**config.mk**
```make
export PLATFORM = sky130hd
export DESIGN_NAME = divider_scheduler
export DESIGN_NICKNAME = d
export VERILOG_FILES = /design/src/rtl/divider_scheduler.sv
export SDC_FILE = /design/constraint.sdc
export NUM_CORES = 1
export LEC_CHECK = 0
export BUFFER_PORTS_ARGS = -buffer_cell sky130_fd_sc_hd__buf_2
export CORE_AREA = 4 4 155 157
export DETAILED_ROUTE_END_ITERATION = 8
export DIE_AREA = 0 0 159 161
export PLACE_DENSITY = 0.64
export SLEW_MARGIN = 20
export SYNTH_ARGS = -nofsm -noshare
export SYNTH_HDL_FRONTEND = slang
export SYNTH_SLANG_ARGS = --single-unit
```
**constraint.sdc**
```tcl
create_clock -name clk -period 8.9 [get_ports clk]
set_clock_uncertainty 0.05 [all_clocks]
set_input_delay 0.89 -clock clk [delete_from_list [all_inputs] [get_ports clk]]
set_output_delay 0.89 -clock clk [all_outputs]
set_load 0.1 [all_outputs]
```
**src/rtl/divider_scheduler.sv**
```systemverilog
`default_nettype none
// ============================================================================
// divider_scheduler : round-robin sharing of one pipelined divider with tag
//   tracking, flush and drain. Optional macro: DIV_SCHED_DIVZERO_BYPASS_EN
// Revision: 1.0
// ============================================================================
module divider_scheduler #(
    parameter int DATA_LEN    = 32,
    parameter int NUM_REQ     = 4,
    parameter int DIV_LATENCY = 16
) (
    input  logic                        clk,
    input  logic                        reset_n,
    input  logic [NUM_REQ-1:0]          req_valid,
    input  logic [NUM_REQ*DATA_LEN-1:0] req_a,
    input  logic [NUM_REQ*DATA_LEN-1:0] req_b,
    output logic [NUM_REQ-1:0]          req_ready,
    output logic                        rsp_valid,
    output logic [$clog2(NUM_REQ)-1:0]  rsp_id,
    output logic [DATA_LEN-1:0]         rsp_result,
    output logic                        rsp_divzero,
    input  logic                        flush,
    input  logic                        drain,
    output logic                        drained,
    output logic                        busy,
    output logic                        div_reset,
    output logic [DATA_LEN-1:0]         div_a,
    output logic [DATA_LEN-1:0]         div_b,
    input  logic [DATA_LEN-1:0]         div_result
);
    localparam int ID_W = $clog2(NUM_REQ);
    // Slot 0 travels alongside div_a/div_b; slot TAIL lines up with div_result.
    localparam int TAIL = DIV_LATENCY;

    typedef enum logic [1:0] {
        ST_RUN   = 2'd0,
        ST_DRAIN = 2'd1,
        ST_FLUSH = 2'd2
    } state_t;

    state_t              r_state;
    state_t              w_state_nxt;
    logic [ID_W-1:0]     r_last_grant;
    logic [NUM_REQ-1:0]  w_grant;
    logic [ID_W-1:0]     w_grant_id;
    logic [ID_W-1:0]     w_idx;
    logic                w_handshake;
    logic [DATA_LEN-1:0] w_op_a;
    logic [DATA_LEN-1:0] w_op_b;
    logic [DATA_LEN-1:0] w_issue_b;
    logic                w_divzero;

    logic                r_div_reset;
    logic [DATA_LEN-1:0] r_div_a;
    logic [DATA_LEN-1:0] r_div_b;
    logic [TAIL:0]       r_tag_vld;
    logic [TAIL:0]       r_tag_dz;
    logic [ID_W-1:0]     r_tag_id [0:TAIL];
    logic                r_rsp_valid;
    logic [ID_W-1:0]     r_rsp_id;
    logic [DATA_LEN-1:0] r_rsp_result;
    logic                r_rsp_divzero;

    // Walk from lowest to highest priority so the nearest requester after
    // r_last_grant is the final (winning) assignment.
    always_comb begin
        w_grant    = '0;
        w_grant_id = '0;
        w_idx      = '0;
        for (int k = NUM_REQ; k >= 1; k--) begin
            w_idx = ID_W'((int'(r_last_grant) + k) % NUM_REQ);
            if (req_valid[w_idx]) begin
                w_grant        = '0;
                w_grant[w_idx] = 1'b1;
                w_grant_id     = w_idx;
            end
        end
    end

    always_ff @(posedge clk or negedge reset_n) begin
        if (!reset_n) begin
            r_state <= ST_RUN;
        end else begin
            r_state <= w_state_nxt;
        end
    end

    always_comb begin
        w_state_nxt = r_state;
        req_ready   = '0;
        if (flush) begin
            w_state_nxt = ST_FLUSH;
        end else if (drain) begin
            w_state_nxt = ST_DRAIN;
        end else begin
            w_state_nxt = ST_RUN;
        end
        if (r_state == ST_RUN && !flush) begin
            req_ready = w_grant;
        end
    end

    assign w_handshake = |req_ready;
    assign w_op_a      = req_a[w_grant_id*DATA_LEN +: DATA_LEN];
    assign w_op_b      = req_b[w_grant_id*DATA_LEN +: DATA_LEN];

`ifdef DIV_SCHED_DIVZERO_BYPASS_EN
    assign w_divzero = (w_op_b == '0);
    assign w_issue_b = w_divzero ? DATA_LEN'(1) : w_op_b;
`else
    assign w_divzero = 1'b0;
    assign w_issue_b = w_op_b;
`endif

    always_ff @(posedge clk or negedge reset_n) begin
        if (!reset_n) begin
            r_last_grant  <= ID_W'(NUM_REQ - 1);
            r_div_reset   <= 1'b1;
            r_div_a       <= '0;
            r_div_b       <= '0;
            r_tag_vld     <= '0;
            r_tag_dz      <= '0;
            for (int i = 0; i <= TAIL; i++) begin
                r_tag_id[i] <= '0;
            end
            r_rsp_valid   <= 1'b0;
            r_rsp_id      <= '0;
            r_rsp_result  <= '0;
            r_rsp_divzero <= 1'b0;
        end else begin
            r_div_reset <= flush;
            r_div_a     <= w_handshake ? w_op_a : '0;
            r_div_b     <= w_handshake ? w_issue_b : '0;
            if (w_handshake) begin
                r_last_grant <= w_grant_id;
            end
            r_tag_vld   <= flush ? '0 : {r_tag_vld[TAIL-1:0], w_handshake};
            r_tag_dz    <= {r_tag_dz[TAIL-1:0], w_handshake & w_divzero};
            r_tag_id[0] <= w_grant_id;
            for (int i = 1; i <= TAIL; i++) begin
                r_tag_id[i] <= r_tag_id[i-1];
            end
            // A result reaching the tail on the flush edge is dropped as well.
            r_rsp_valid <= r_tag_vld[TAIL] && !flush;
            if (r_tag_vld[TAIL] && !flush) begin
                r_rsp_id      <= r_tag_id[TAIL];
                r_rsp_result  <= r_tag_dz[TAIL] ? '1 : div_result;
                r_rsp_divzero <= r_tag_dz[TAIL];
            end
        end
    end

    assign busy        = (|r_tag_vld) | r_rsp_valid;
    assign drained     = (r_state == ST_DRAIN) && !busy;
    assign div_reset   = r_div_reset;
    assign div_a       = r_div_a;
    assign div_b       = r_div_b;
    assign rsp_valid   = r_rsp_valid;
    assign rsp_id      = r_rsp_id;
    assign rsp_result  = r_rsp_result;
    assign rsp_divzero = r_rsp_divzero;

endmodule
`default_nettype wire

```
==> results.py, run 1 <==
metrics = {
    "run_status": {
        "status": "completed",
    },
    "global_route": {
        "grt_max_degree": 93,
        "grtUsageTotal": 0.157,
        "grt_pass1_vias": 5859,
        "grt_remaining_overflow": 0,
        "grt_pass1_wl_um": 31700,
        "antenna_found_initial": 4,
    },
    "placed_design": {
        "gp_congestion": 0.863,
        "dp.cells": 1115,
        "place_hpwl_um": 15700,
        "numPortBuffers": 401,
    },
    "synth": {
        "yosysSeqAreaShare": 0.552,
        "synth_edf_count": 0,
        "synthesis.nets": 762,
        "ys_warn_count": 0,
        "synth_area_per_cell_um2": 15.3,
        "synth_ff_type": "dfrtp_1",
        "synthCells": 459,
        "synth.cell_area_um2": 7030,
        "synthArstFlopShare": 1.00,
        "ys_types": 36,
        "ys_seq_elements": 155,
    },
    "sta": {
        "timing.setup.tns_ns": 0,
        "max_freq_mhz": 232,
        "finalCriticalPeriod_ns": 4.31,
        "setup_violations": 0,
        "slew_viol_final": 0,
        "report.final.hold_viol_count": 0,
        "hold_ws_ns": 0.284,
        "rsz0062_at_grt": "no",
        "period_share": 0.485,
        "tightest_slew_ns": 0.935,
        "maxSlewHeadroom": 0.375,
    },
    "worst_setup_path": {
        "worstRegToRegCells": 9,
        "crit_fanout": 15,
        "cp-end-kind": "output port",
        "slowest_delay_ns": 0.73,
        "worstPathCellList": "inv_1 > ha_1 > mux4_2 > nand2_1 > nand3_1 > o211ai_1 > buf_2",
        "critPathRequiredTime_ns": 7.96,
        "crit_arrival_ns": 3.37,
        "rrSetupSlack_ns": 4.85,
        "start_kind": "flop",
        "cpMaxStageDelayCell": "dfstp_2",
        "crit_type": "flop to output port",
        "worstReg2RegEnd": "div_b[3]$_DFF_PN0_",
        "reg2reg_from": "r_last_grant[0]$_DFFE_PN1P_",
    },
    "power_and_ir_drop": {
        "vdd_drop_max_mv": 0.228,
        "power.density_nw_per_um2": 408,
        "p_total_w": 0.00404,
        "leakage_nw": 5.13,
    },
    "cts": {
        "cts_setup_buffers": 0,
        "cts_buffer_depth": 2,
        "path_clk_slew_ns": 0.07,
        "cts.sinks": 155,
        "root_buffer": "clkbuf_16",
        "hold_buffers": 0,
        "cts_tree": "built",
        "cts_made_buffers": 17,
        "cts_resized": 0,
        "insertion_delay_ns": 0.41,
        "cts_max_level": 4,
    },
    "min_path": {
        "hold_path_end": "r_tag_id[25]$_DFF_PN0_",
        "hold_path.class": "flop to flop",
        "hold_path_depth": 0,
        "min_from": "r_tag_id[27]$_DFF_PN0_",
    },
    "route": {
        "m1WireLength_um": 7750,
        "met2_wirelength_um": 10400,
        "ant_nets": 0,
        "vias": 5355,
        "dr_wl_met3_um": 1600,
        "drc": 0,
        "wl_um": 20100,
        "avgViaCountPerCell": 4.66,
        "first_pass_iters": 4,
        "top_layer": "met5",
        "drt_iter0_markers": 209,
        "wl_per_cell_um": 17.5,
    },
    "run": {
        "maxCapViolCount": 0,
    },
    "final_layout": {
        "multi_input_area_um2": 2970,
        "register_area_um2": 3880,
        "fillers": 2115,
        "diodes": 0,
        "fin_cells": 1148,
        "final_util": 0.440,
        "final_net_count": 1153,
        "drive_gt1_frac": 0.633,
        "layout-area-overhead-vs-synth_pct": 40.9,
    },
    "floorplan": {
        "start_util": 0.312,
        "die_x_um": 159,
        "rows": 55,
        "die_y_um": 161,
        "die-area_um2": 25600,
        "core_um2": 22500,
        "io_pins": 403,
    },
}
[cell families after synthesis]
family / share of synthesized area
adder cells (fa/ha/maj): 0.0125
flip-flops: 0.552
buffers and inverters: 0.0311
multiplexers: 0.275
AND/OR/NAND/NOR: 0.105
other: 0.000533
AO/OA/AOI/OAI: 0.0244
[where the power goes]
group	switching [W]	internal (W)
Sequential	0.0000745	0.000927
Combinational	0.00163	0.000694
Clock	0.000298	0.000416
Total	0.00200	0.00204
[metrics by stage]
step	instance area (um2)	setup WS (ns)
floorplan	7030	3.59
global placement	9300	4.56
detailed placement	9300	4.47
CTS	9870	4.47
global route	9910	4.35
finish	9910	4.59
[how the worst max path moves through the flow]
stage,start,endpoint,cells past startpoint
after floorplan,rsp_valid$_DFF_PN0_,drained,4
after global placement,r_last_grant[0]$_DFFE_PN1P_,div_b[6]$_DFF_PN0_,8
after detailed placement,r_last_grant[0]$_DFFE_PN1P_,div_a[2]$_DFF_PN0_,9
after CTS,r_last_grant[0]$_DFFE_PN1P_,div_b[3]$_DFF_PN0_,9
after global routing,r_last_grant[0]$_DFFE_PN1P_,div_b[12]$_DFF_PN0_,10
final,r_last_grant[0]$_DFFE_PN1P_,req_ready[0],7
[layout make-up]
| type | instances | area share |
|---|---|---|
| multi-input combinational | 259 | 0.300 |
| clock inverter | 12 | 0.0141 |
| tap | 285 | 0.0360 |
| timing repair buffer | 407 | 0.210 |
| inverter | 10 | 0.00379 |
| sequential | 155 | 0.392 |
| clock buffer | 20 | 0.0441 |
[Yosys cell counts (4+ instances only)]
library cell | number | share of area
buf_2 | 10 | 0.0071
buf_4 | 4 | 0.0043
clkbuf_1 | 15 | 0.0080
dfrtp_1 | 152 | 0.54
ha_1 | 7 | 0.012
inv_1 | 10 | 0.0053
mux2_2 | 36 | 0.058
mux2i_1 | 4 | 0.0057
mux4_2 | 66 | 0.21
nand2_1 | 7 | 0.0037
nand3_1 | 5 | 0.0036
nor2b_1 | 83 | 0.074
nor3b_1 | 6 | 0.0064
o211ai_1 | 8 | 0.0085
o21ai_0 | 7 | 0.0050
[cells in the final DEF (no fill, tap or decap), types with 4 or more instances in the layout]
master / n
nor3b_1: 6
nor2b_1: 82
nand2_1: 7
mux4_2: 66
dfrtp_1: 152
buf_4: 5
mux2_2: 36
o211ai_1: 8
ha_1: 7
mux2i_1: 4
nand3_1: 5
inv_1: 10
clkbuf_16: 17
o21ai_0: 7
buf_2: 400
clkinv_4: 4
[layer usage]
metal	vias up	GRT usage
met4	8	0.0505
met1	2620	0.187
met5	-	0
met2	238	0.266
met3	38	0.0574
li1	2451	-
[state kept, by name, summed over array words and instances, names as in the netlist]
| signal | cells |
|---|---|
| r_last_grant | 2 |
| r_tag_vld | 17 |
| div_a | 32 |
| div_reset | 1 |
| rsp_id | 2 |
| r_state | 2 |
| rsp_result | 32 |
| rsp_valid | 1 |
| r_tag_id | 34 |
| div_b | 32 |
[worst max-delay path: cells and delay by family (launching register included)]
family	cells	cell delay, ns
simple gates	2	0.22
buf+inv	2	0.68
compound gates	1	0.39
fa+ha+maj	1	0.46
flops	1	0.73
mux	1	0.47
Power figures use the tool's default switching activity.
==> run 2: changes to the inputs <==
==> constraint.sdc (replaced) <==
create_clock -name clk -period 4.5 [get_ports clk]
set_clock_uncertainty 0.05 [all_clocks]
set_input_delay 0.45 -clock clk [delete_from_list [all_inputs] [get_ports clk]]
set_output_delay 0.45 -clock clk [all_outputs]
set_load 0.1 [all_outputs]
==> run 2 against run 1 <==
Against the previous run:
- combinational power grew 99%
- non-clock buffer count grew 3
- global-route usage shrank 0.16 points
==> results.py, run 2 (synthesis gave the netlist of run 1 again) <==
metrics = {
    "sta": {
        "timing.setup.tns_ns": 0,
        "max_freq_mhz": 258,
        "maxSlewHeadroom": 0.369,
        "report.final.hold_viol_count": 0,
        "tightest_slew_ns": 0.944,
        "finalCriticalPeriod_ns": 3.87,
        "setup_violations": 0,
        "rsz0062_at_grt": "no",
        "period_share": 0.861,
        "slew_viol_final": 0,
    },
    "cts": {
        "insertion_delay_ns": 0.41,
        "cts_made_buffers": 17,
        "cts_buffer_depth": 2,
        "path_clk_slew_ns": 0.07,
        "cts_setup_buffers": 0,
        "root_buffer": "clkbuf_16",
        "cts.sinks": 155,
        "cts_resized": 0,
        "cts_max_level": 4,
        "cts_tree": "built",
        "hold_buffers": 0,
    },
    "global_route": {
        "grt_pass1_wl_um": 31800,
        "antenna_found_initial": 4,
        "grt_remaining_overflow": 0,
        "grtUsageTotal": 0.155,
        "grt_pass1_vias": 5840,
        "grt_max_degree": 83,
    },
    "power_and_ir_drop": {
        "leakage_nw": 5.18,
        "power.density_nw_per_um2": 815,
        "p_total_w": 0.00815,
        "vdd_drop_max_mv": 0.395,
    },
    "worst_setup_path": {
        "slowest_delay_ns": 0.74,
        "start_kind": "flop",
        "critPathRequiredTime_ns": 4.00,
        "crit_type": "flop to output port",
        "cp-end-kind": "output port",
        "crit_fanout": 15,
        "worstPathCellList": "inv_1 > ha_1 > mux4_2 > nand2_1 > nand3_1 > o211ai_1 > buf_2",
        "cpMaxStageDelayCell": "dfstp_2",
        "crit_arrival_ns": 3.37,
    },
    "placed_design": {
        "numPortBuffers": 401,
        "gp_congestion": 0.882,
        "place_hpwl_um": 16100,
        "post_dp_cell_area_um2": 9360,
    },
    "floorplan": {
        "core_um2": 22500,
        "die_x_um": 159,
        "die-area_um2": 25600,
        "io_pins": 403,
        "die_y_um": 161,
        "start_util": 0.312,
        "rows": 55,
    },
    "final_layout": {
        "final_util": 0.444,
        "layout-area-overhead-vs-synth_pct": 42.1,
        "largest_reg_flops": 34,
        "final_common_cell": "buf_2",
        "drive_gt1_frac": 0.637,
        "design_area_um2": 9990,
        "fillers": 2124,
        "top_register": "r_tag_id",
        "diodes": 0,
        "final_net_count": 1156,
        "layout_common_cells": "400 x buf_2, 152 x dfrtp_1, 82 x nor2b_1",
    },
    "run": {
        "maxCapViolCount": 0,
    },
    "route": {
        "first_pass_iters": 4,
        "ant_nets": 0,
        "wl_per_cell_um": 17.5,
        "drt_iter0_markers": 353,
        "vias": 5390,
        "drc": 0,
        "wl_um": 20100,
        "avgViaCountPerCell": 4.68,
    },
    "min_path": {
        "hold_path.class": "input port to asynchronous set/reset pin",
    },
    "run_status": {
        "status": "completed",
    },
}
## run 2: cell types whose count changed in the layout (fill, tap and decap cells not counted), moves of 2 or more
cell / before / now
inv_8: 0 / 4
clkbuf_1: 3 / 0
buf_12: 0 / 2
buf_4: 5 / 7
clkinvlp_4: 3 / 1
## run 2: final cells by class
cell class	instances	area, um2	area share
well taps	285	357	0.0357
clock inverters	15	208	0.0208
clock buffers	17	425	0.0426
multi-input cells	259	2970	0.298
repair buffers	410	2110	0.211
flip-flops and latches	155	3880	0.389
inverters	10	37.5	0.00376
## run 2: worst paths after layout
path	from	end	slack [ns]	cells past startpoint
max in group asynchronous	reset_n	div_b[22]$_DFF_PN0_	3.40	2
min reg2reg	r_tag_id[7]$_DFF_PN0_	r_tag_id[5]$_DFF_PN0_	0.29	0
max	r_last_grant[0]$_DFFE_PN1P_	req_ready[3]	0.63	7
max reg2reg	r_last_grant[0]$_DFFE_PN1P_	r_last_grant[1]$_DFFE_PN1P_	0.75	9
min	reset_n	rsp_result[25]$_DFFE_PN0P_	0.03	1
min in group clk	drain	r_state[0]$_DFF_PN0_	0.21	2
## run 2: through the flow
stage	worst slack [ns]	hold slack [ns]	cells
2_1_floorplan	0.0412	0.104	459
3_3_place_gp	0.903	0.281	1119
3_5_place_dp	0.797	0.285	1119
4_1_cts	0.601	0.0453	1151
5_1_grt	0.391	0.0768	1151
6_report	0.626	0.0293	1151
## run 2: power by group
part | internal, W | total (W) | switching (W)
combinational | 0.00138 | 0.00464 | 0.00326
sequential | 0.00183 | 0.00197 | 0.000143
clock | 0.000899 | 0.00153 | 0.000633
## run 2: routing by layer
| layer | vias up | wire [um] | global-route usage |
|---|---|---|---|
| li1 | 2453 | - | - |
| met1 | 2670 | 8070 | 0.190 |
| met2 | 229 | 10300 | 0.266 |
| met3 | 32 | 1320 | 0.0467 |
| met4 | 6 | 429 | 0.0473 |
| met5 | - | 23 | 0 |
## run 2: critical path, delay by kind of cell, from the launching register on
family	cells	cell delay (ns)
flip-flops	1	0.74
AND/OR/NAND/NOR	2	0.24
buffers and inverters	2	0.70
AO/OA/AOI/OAI	1	0.31
adder cells (fa/ha/maj)	1	0.48
multiplexers	1	0.47
